--- config.mk ---
export PLATFORM = sky130hd
export DESIGN_NAME = sample_pwm_dac_flat
export DESIGN_NICKNAME = d
export VERILOG_FILES = /design/src/rtl/sample_pwm_dac_pkg.sv /design/src/rtl/sample_pwm_dac_if.sv /design/src/rtl/sample_pwm_dac_tick_gen.sv /design/src/rtl/sample_pwm_dac.sv /design/src/flat_wrapper.sv
export SDC_FILE = /design/constraint.sdc
export NUM_CORES = 1
export LEC_CHECK = 0
export BUFFER_PORTS_ARGS = -buffer_cell sky130_fd_sc_hd__buf_2
export CAP_MARGIN = 20
export CORE_MARGIN = 2
export CORE_UTILIZATION = 30
export CTS_CLUSTER_SIZE = 40
export DETAILED_ROUTE_END_ITERATION = 8
export PLACE_DENSITY_LB_ADDON = 0.25
export SKIP_LAST_GASP = 1
export SLEW_MARGIN = 20
export SYNTH_ARGS = -nofsm -noshare
export SYNTH_HDL_FRONTEND = slang
export SYNTH_SLANG_ARGS = --single-unit
--- constraint.sdc ---
create_clock -name clk -period 6.1 [get_ports clk]
set_input_delay 0 -clock clk [delete_from_list [all_inputs] [get_ports clk]]
set_output_delay 0 -clock clk [all_outputs]
set_load 0.005 [all_outputs]
--- src/rtl/sample_pwm_dac_pkg.sv ---
// Shared types and constants for the sample-driven PWM DAC.
// State encoding and counter widths live here so every unit agrees.
package pwm_dac_pkg;

  typedef enum logic {
    IDLE,
    RUN
  } state_e;

  localparam int DEFAULT_DATA_W = 8;
  localparam int PSC_W          = 16;

endpackage

--- src/rtl/sample_pwm_dac_if.sv ---
// Valid/ready sample stream from the waveform generator.
// The generator drives the master side, the DAC is the slave.
interface sample_pwm_dac_if #(
  parameter int DATA_W = 8
);

  logic [DATA_W-1:0] sample_in;
  logic              sample_valid;
  logic              sample_ready;

  modport master (
    output sample_in,
    output sample_valid,
    input  sample_ready
  );

  modport slave (
    input  sample_in,
    input  sample_valid,
    output sample_ready
  );

endinterface

--- src/rtl/sample_pwm_dac_tick_gen.sv ---
// PWM tick prescaler: one tick every PRESCALE clocks while enabled.
// Held at zero when disabled so the first period starts phase-aligned.
module pwm_tick_gen
  import pwm_dac_pkg::*;
#(
  parameter int PRESCALE = 1
) (
  input  logic clk,
  input  logic rst,
  input  logic en,
  output logic tick
);

  localparam logic [PSC_W-1:0] LAST = PSC_W'(PRESCALE - 1);

  logic [PSC_W-1:0] psc_q;
  logic [PSC_W-1:0] psc_d;

  assign tick = en && (psc_q == LAST);

  always_comb begin
    psc_d = psc_q;
    if (!en) begin
      psc_d = '0;
    end else if (tick) begin
      psc_d = '0;
    end else begin
      psc_d = psc_q + PSC_W'(1);
    end
  end

  always_ff @(posedge clk or posedge rst) begin
    if (rst) begin
      psc_q <= '0;
    end else begin
      psc_q <= psc_d;
    end
  end

endmodule

--- src/rtl/sample_pwm_dac.sv ---
// Sample-to-PWM converter: one sample per 2**DATA_W-tick period,
// with a one-entry hold buffer and boundary bypass.
module sample_pwm_dac
  import pwm_dac_pkg::*;
#(
  parameter int DATA_W   = DEFAULT_DATA_W,
  parameter int PRESCALE = 1
) (
  input  logic             clk,
  input  logic             rst,
  sample_pwm_dac_if.slave  smp_if,
  output logic             pwm_out,
  output logic             period_start,
  output logic             underrun
);

  localparam logic [DATA_W-1:0] CNT_MAX = '1;

  state_e            state_q, state_d;
  logic [DATA_W-1:0] cnt_q, cnt_d;
  logic [DATA_W-1:0] duty_q, duty_d;
  logic [DATA_W-1:0] hold_q, hold_d;
  logic              hold_full_q, hold_full_d;
  logic              pwm_q, pwm_d;
  logic              ps_q, ps_d;
  logic              ur_q, ur_d;

  logic tick;
  logic xfer;
  logic boundary;

  assign smp_if.sample_ready = !hold_full_q;
  assign xfer     = smp_if.sample_valid && !hold_full_q;
  assign boundary = tick && (cnt_q == CNT_MAX);

  pwm_tick_gen #(
    .PRESCALE (PRESCALE)
  ) u_tick (
    .clk  (clk),
    .rst  (rst),
    .en   (state_q == RUN),
    .tick (tick)
  );

  always_comb begin
    state_d     = state_q;
    cnt_d       = cnt_q;
    duty_d      = duty_q;
    hold_d      = hold_q;
    hold_full_d = hold_full_q;
    ps_d        = 1'b0;
    ur_d        = 1'b0;
    pwm_d       = (state_q == RUN) && (cnt_q < duty_q);
    unique case (state_q)
      IDLE: begin
        cnt_d = '0;
        if (xfer) begin
          duty_d  = smp_if.sample_in;
          state_d = RUN;
          ps_d    = 1'b1;
        end
      end
      RUN: begin
        if (tick) begin
          cnt_d = cnt_q + DATA_W'(1);
        end
        // Full hold forces ready low, so consume and accept never collide.
        if (boundary) begin
          ps_d = 1'b1;
          if (hold_full_q) begin
            duty_d      = hold_q;
            hold_full_d = 1'b0;
          end else if (xfer) begin
            duty_d = smp_if.sample_in;
          end else begin
            ur_d = 1'b1;
          end
        end else if (xfer) begin
          hold_d      = smp_if.sample_in;
          hold_full_d = 1'b1;
        end
      end
      default: begin
        state_d = IDLE;
      end
    endcase
  end

  always_ff @(posedge clk or posedge rst) begin
    if (rst) begin
      state_q     <= IDLE;
      cnt_q       <= '0;
      duty_q      <= '0;
      hold_q      <= '0;
      hold_full_q <= 1'b0;
      pwm_q       <= 1'b0;
      ps_q        <= 1'b0;
      ur_q        <= 1'b0;
    end else begin
      state_q     <= state_d;
      cnt_q       <= cnt_d;
      duty_q      <= duty_d;
      hold_q      <= hold_d;
      hold_full_q <= hold_full_d;
      pwm_q       <= pwm_d;
      ps_q        <= ps_d;
      ur_q        <= ur_d;
    end
  end

  assign pwm_out      = pwm_q;
  assign period_start = ps_q;
  assign underrun     = ur_q;

endmodule

--- src/flat_wrapper.sv ---
// flat-port wrapper written by rule: the top's interface ports become plain ports
module sample_pwm_dac_flat import pwm_dac_pkg::*;
#(
  parameter int DATA_W   = DEFAULT_DATA_W,
  parameter int PRESCALE = 1
)
  (clk, rst, pwm_out, period_start, underrun, smp_if_sample_in, smp_if_sample_valid, smp_if_sample_ready);
  sample_pwm_dac_if #(.DATA_W(DATA_W)) smp_if_i ();
  input  logic clk;
  input  logic rst;
  output logic pwm_out;
  output logic period_start;
  output logic underrun;
  input wire logic [$bits(smp_if_i.sample_in)-1:0] smp_if_sample_in;
  input wire logic [$bits(smp_if_i.sample_valid)-1:0] smp_if_sample_valid;
  output wire logic [$bits(smp_if_i.sample_ready)-1:0] smp_if_sample_ready;
  assign smp_if_i.sample_in = smp_if_sample_in;
  assign smp_if_i.sample_valid = smp_if_sample_valid;
  assign smp_if_sample_ready = smp_if_i.sample_ready;
  sample_pwm_dac #(.DATA_W(DATA_W), .PRESCALE(PRESCALE)) u_core (.clk(clk), .rst(rst), .smp_if(smp_if_i), .pwm_out(pwm_out), .period_start(period_start), .underrun(underrun));
endmodule
# Word level (Yosys, flattened, before mapping)
# Cells that the tools add are included.
dict set report totals {
  reg_bits 45
  latch_bits 0
  mem_bits_rw 0
  mem_bits_ro 0
  input_bits 11
  output_inout_bits 4
  n_memories 0
}
dict set report op_classes {
  add_sub_neg 2
  n_mul 0
  div_mod_pow 0
  order_cmp 1
  eq_ne 3
  n_shift 0
  muxes 18
  bitwise 2
  n_reduce_logical 9
}
# operator n
set op_table {}
lappend op_table {{16-bit 2-to-1 mux} 2}
lappend op_table {{8-bit 2-to-1 mux} 4}
lappend op_table {{8-bit one-hot mux with 2 select lines} 2}
lappend op_table {{16-bit by 1-bit adder with 16-bit output (second input constant)} 1}
lappend op_table {{16-bit zero test} 1}
lappend op_table {{1-bit 2-to-1 mux} 9}
lappend op_table {{8-bit by 1-bit adder with 8-bit output (second input constant)} 1}
lappend op_table {{8-bit == test (second input constant)} 1}
lappend op_table {{8-bit less-than comparator} 1}
lappend op_table {{1-bit logical AND} 4}
lappend op_table {{2-bit inequality test (second input constant)} 2}
lappend op_table {{3-bit AND reduction} 1}
lappend op_table {{1-bit inverter} 2}
lappend op_table {{1-bit one-hot mux with 2 select lines} 1}
lappend op_table {{2-bit AND reduction} 1}
lappend op_table {{2-bit nonzero test} 1}
lappend op_table {{1-bit zero test} 1}

# Depth between registers and ports, before layout
dict set report depth {
  depth_word 6
  mapped_depth 8
  mapped_depth_nobuf 7
}

# Hierarchy
# Synthesis repeated with hierarchy kept, for this count alone.
dict set report unflattened {
  hier_cells 219
  hier_area_um2 2363.5
}
# module instances cells_per_inst area_each_um2 seq_area_each_um2
set modules_own_cells {}
lappend modules_own_cells {sample_pwm_dac 1 139 1544.0 725.7}
lappend modules_own_cells {pwm_tick_gen 1 80 819.5 400.4}

# Worst setup path before layout
# No wires, ideal clock.
dict set report synth_timing {
  kind {register to register}
  startpoint {register u_core.u_tick.psc_q[0]}
  endpoint {register u_core.duty_q[1]}
  setup_time_ns 0.126
  t_arrival_ns 1.949
  required_ns 5.974
  path_slack_ns 4.025
  stages_incl_launch_ff 9
  path_buffers 1
  synth_period_minus_slack_ns 2.075
  path_cell_list {dfrtp_1 -> inv_1 -> ha_1 -> nor3b_1 -> nand4_4 -> o21a_1 -> buf_6 -> a21o_4 -> a221o_1}
}
dict set report synth_between {
  elab_chain_cells 4
}
# item line
set synth_rtl {}
lappend synth_rtl {{start: declaration} sample_pwm_dac_tick_gen.sv:16} ;# logic [PSC_W-1:0] psc_q;
lappend synth_rtl {{start signal: assignment} sample_pwm_dac_tick_gen.sv:36} ;# psc_q <= psc_d;
lappend synth_rtl {{16-bit zero test} sample_pwm_dac_tick_gen.sv:19} ;# assign tick = en && (psc_q == LAST);
lappend synth_rtl {{1-bit logical AND} sample_pwm_dac_tick_gen.sv:19}
lappend synth_rtl {{1-bit logical AND} sample_pwm_dac.sv:34} ;# assign boundary = tick && (cnt_q == CNT_MAX);
lappend synth_rtl {{2-bit inequality test (no source line)} --}
lappend synth_rtl {{end signal: assignment} sample_pwm_dac.sv:102} ;# duty_q <= duty_d;
lappend synth_rtl {{end: declaration} sample_pwm_dac.sv:21} ;# logic [DATA_W-1:0] duty_q, duty_d;
# Every way passes these cells.
# A chain may end at the register's enable or synchronous reset.

# Worst setup path after layout
dict set report layout_timing {
  startpoint {register u_core.u_tick.psc_q[0]}
  endpoint {register u_core.hold_q[7]}
}
dict set report layout_between {
  elab_chain_cells 5
}
# item line
set layout_rtl {}
lappend layout_rtl {{16-bit zero test} sample_pwm_dac_tick_gen.sv:19}
lappend layout_rtl {{1-bit logical AND} sample_pwm_dac_tick_gen.sv:19}
lappend layout_rtl {{1-bit logical AND} sample_pwm_dac.sv:34}
lappend layout_rtl {{1-bit inverter (no source line)} --}
lappend layout_rtl {{3-bit AND reduction (no source line)} --}
lappend layout_rtl {{end signal: assignment} sample_pwm_dac.sv:103} ;# hold_q <= hold_d;
lappend layout_rtl {{end: declaration} sample_pwm_dac.sv:22} ;# logic [DATA_W-1:0] hold_q, hold_d;
# Every way passes these cells.

==> metrics.txt <==
Final GP Congestion 0.803; Yosys cell types 40; largest net degree at the start of global routing 46; Combinational Power Share 19.7%; final std cells w/o fill 359; # DRC 0; WP data arrival 2470 ps; top cells by area, synth dfrtp_1, ha_1, nor2_1, xnor2_1, mux2_2; final period utilization 37.5%; CTS Buf Count 5; vias in the first global route 1612; Min Clock Period, post-route 2290 ps; die area 8670 um^2; # H-tree levels 2; first-pass GRT wire length 8.07 mm; total track usage 11.5%; Post-synth EDFFs 0; CP max stage delay 430 ps; starting density of the core 30.8%; Mapped Cells 233; Synth area leader dfrtp_1; post-CTS setup buffer count 0; Area Growth Syn to Fin 15.0%; Int Power 497 uW; post-synthesis register bit count 45; dpl cells 341; CORE AREA 7730 um^2; Port Buf Inserts 14; dpl hpwl 3.17 mm; initial antenna violation count 0; Main synth FF type dfrtp_1; RSZ-0062 raised after global routing no; clk sinks 45; maximum vdd drop 0.108 mV; Synth top area share 47.3%; fraction of registers with async set or reset after synthesis 100%; part of the power in the clock network 26.7%; Seq pwr share 53.6%; clk_lat worst skew 290 ps; Syn Area/Cell 10.2 um^2; Achievable Freq 0.437 GHz; Critical Path Source Type flop; sw power 195 uW; vias per std cell 4.65; wire length per cell 12.7 um; die width 93.1 um; final WL 4.55 mm; Slew @ Worst Pin 759 ps; mapped cell area 2380 um^2; crit path cell chain inv_1 -> ha_1 -> nor3b_1 -> nand4_4 -> o21a_1 -> and2_1 -> mux2_2; Overflow after GRT 0; most common cell after layout, fill and taps aside dfrtp_1; layout cells sized above 1 14.4%; total power per unit cell area 253 nW/um^2; CP endpoint kind flop; Fin Clk Skew 5.56 ps; Die Y 93.1 um; DR pass1 iterations 4; CTS tree done; setup total negative slack 0 ps; Worst slew margin 49.0%; Sw Share 28.2%; register area share after synthesis 47.3%; crit-path max FO 11; Filler cells 783; slowest stage cell, crit path dfrtp_1; num rows 32; status complete, no violations; Hold Path Class in2async; Lkg Pwr 0.00121 uW; critical path type reg2reg; syn nets 254; DR vias 1671; fin worst setup slack 3810 ps; Starting DRT DRC Count 110; Finish-stage setup viols 0; most frequent cells in the layout dfrtp_1, nor2_1, nand2_1; register clock-pin slew on the reported worst setup and hold paths 80 ps; number of diodes 0; Critical Path RT 6280 ps; pre-CTS setup slack 3800 ps; Final Hold Viols 0; max_cap viols 0; # IOs 15; ANT nets after route 0; worst-case clock buffer depth 2; synthesis warning total 0; fin. max-slew vios 0; Nets 278; clk root buf clkbuf_8
==> power groups by stage <==
stage                     logic [uW]  clock network, uW  registers (uW)
after CTS                        136                191             371
after global routing             159                202             378
final                            136                185             371
after floorplan                  105                  0             364
after detailed placement         131                  0             377
after global placement           130                  0             379
==> registers in the layout (all words and copies together) (netlist names) <==
register	cells
u_core.hold_full_q	1
u_core.period_start	1
u_core.state_q	1
u_core.underrun	1
u_core.u_tick.psc_q	16
u_core.hold_q	8
u_core.cnt_q	8
u_core.pwm_out	1
u_core.duty_q	8
==> critical path: cells and delay by family, from the launching register on <==
family / cells / cell delay, ps
compound gates: 1 / 360
fa+ha+maj: 1 / 150
buf+inv: 1 / 70
flops: 1 / 430
mux: 1 / 320
simple gates: 3 / 850
==> routing by layer <==
layer | global-route usage, % | routed length (um) | up-vias
met5 | 0 | 0 | -
met4 | 3.68 | 74 | 0
met3 | 1.69 | 103 | 5
met2 | 16.9 | 1890 | 27
met1 | 17.3 | 2490 | 787
li1 | - | - | 852
==> cell usage after synthesis, types with 5 or more instances <==
master / number
dfrtp_1: 45
nor2_1: 31
nand2_1: 21
inv_1: 14
xnor2_1: 12
ha_1: 10
mux2_2: 8
nand3_1: 8
nand4_1: 8
xor2_1: 7
a221o_1: 6
and2_1: 6
and3_1: 5
nor3_1: 5
==> cells by family after synthesis <==
logic type,Yosys count,share of synthesized area [%]
mux,11,5.04
flops,45,47.3
buf+inv,22,4.20
simple gates,106,24.6
fa+ha+maj,10,5.25
compound gates,20,6.67
xor+xnor,19,6.99
==> stage by stage <==
stage | area [um^2] | util [%] | power (uW) | hold slack [ps]
5_1_grt | 2740 | 35.4 | 739 | 200
2_1_floorplan | 2380 | - | 469 | 72.8
6_report | 2740 | 35.4 | 692 | 179
3_3_place_gp | 2530 | 32.8 | 508 | 252
3_5_place_dp | 2530 | 32.8 | 508 | 257
4_1_cts | 2720 | 35.2 | 699 | 477
==> area by class of cell <==
| cell class | count | area (um^2) | share of cell area, % |
|---|---|---|---|
| clock buffer | 7 | 86.3 | 3.15 |
| timing repair buffer | 25 | 190 | 6.94 |
| tap | 102 | 128 | 4.66 |
| inverter | 14 | 52.6 | 1.92 |
| sequential | 45 | 1130 | 41.1 |
| multi-input combinational | 166 | 1160 | 42.2 |
==> repair_timing <==
item | 4_1_cts | 5_1_grt
hold buffers | 10 | 0
gates resized for setup | 0 | 0
hold endpoints to repair | 54 | 0
==> final timing paths <==
check / from / slack, ps / cells after the start / endpoint
worst max-delay path: u_core.u_tick.psc_q[0] / 3810 / 7 / u_core.hold_q[7]
worst min-delay path: rst / 180 / 3 / u_core.u_tick.psc_q[9]
worst max register to register: u_core.u_tick.psc_q[0] / 3810 / 7 / u_core.hold_q[7]
worst min register to register: u_core.hold_q[4] / 520 / 1 / u_core.duty_q[4]
max in group asynchronous: rst / 5460 / 4 / u_core.hold_q[2]
min in group clk: smp_if_sample_in[5] / 490 / 3 / u_core.hold_q[5]
(Power assumes the default switching activity.)
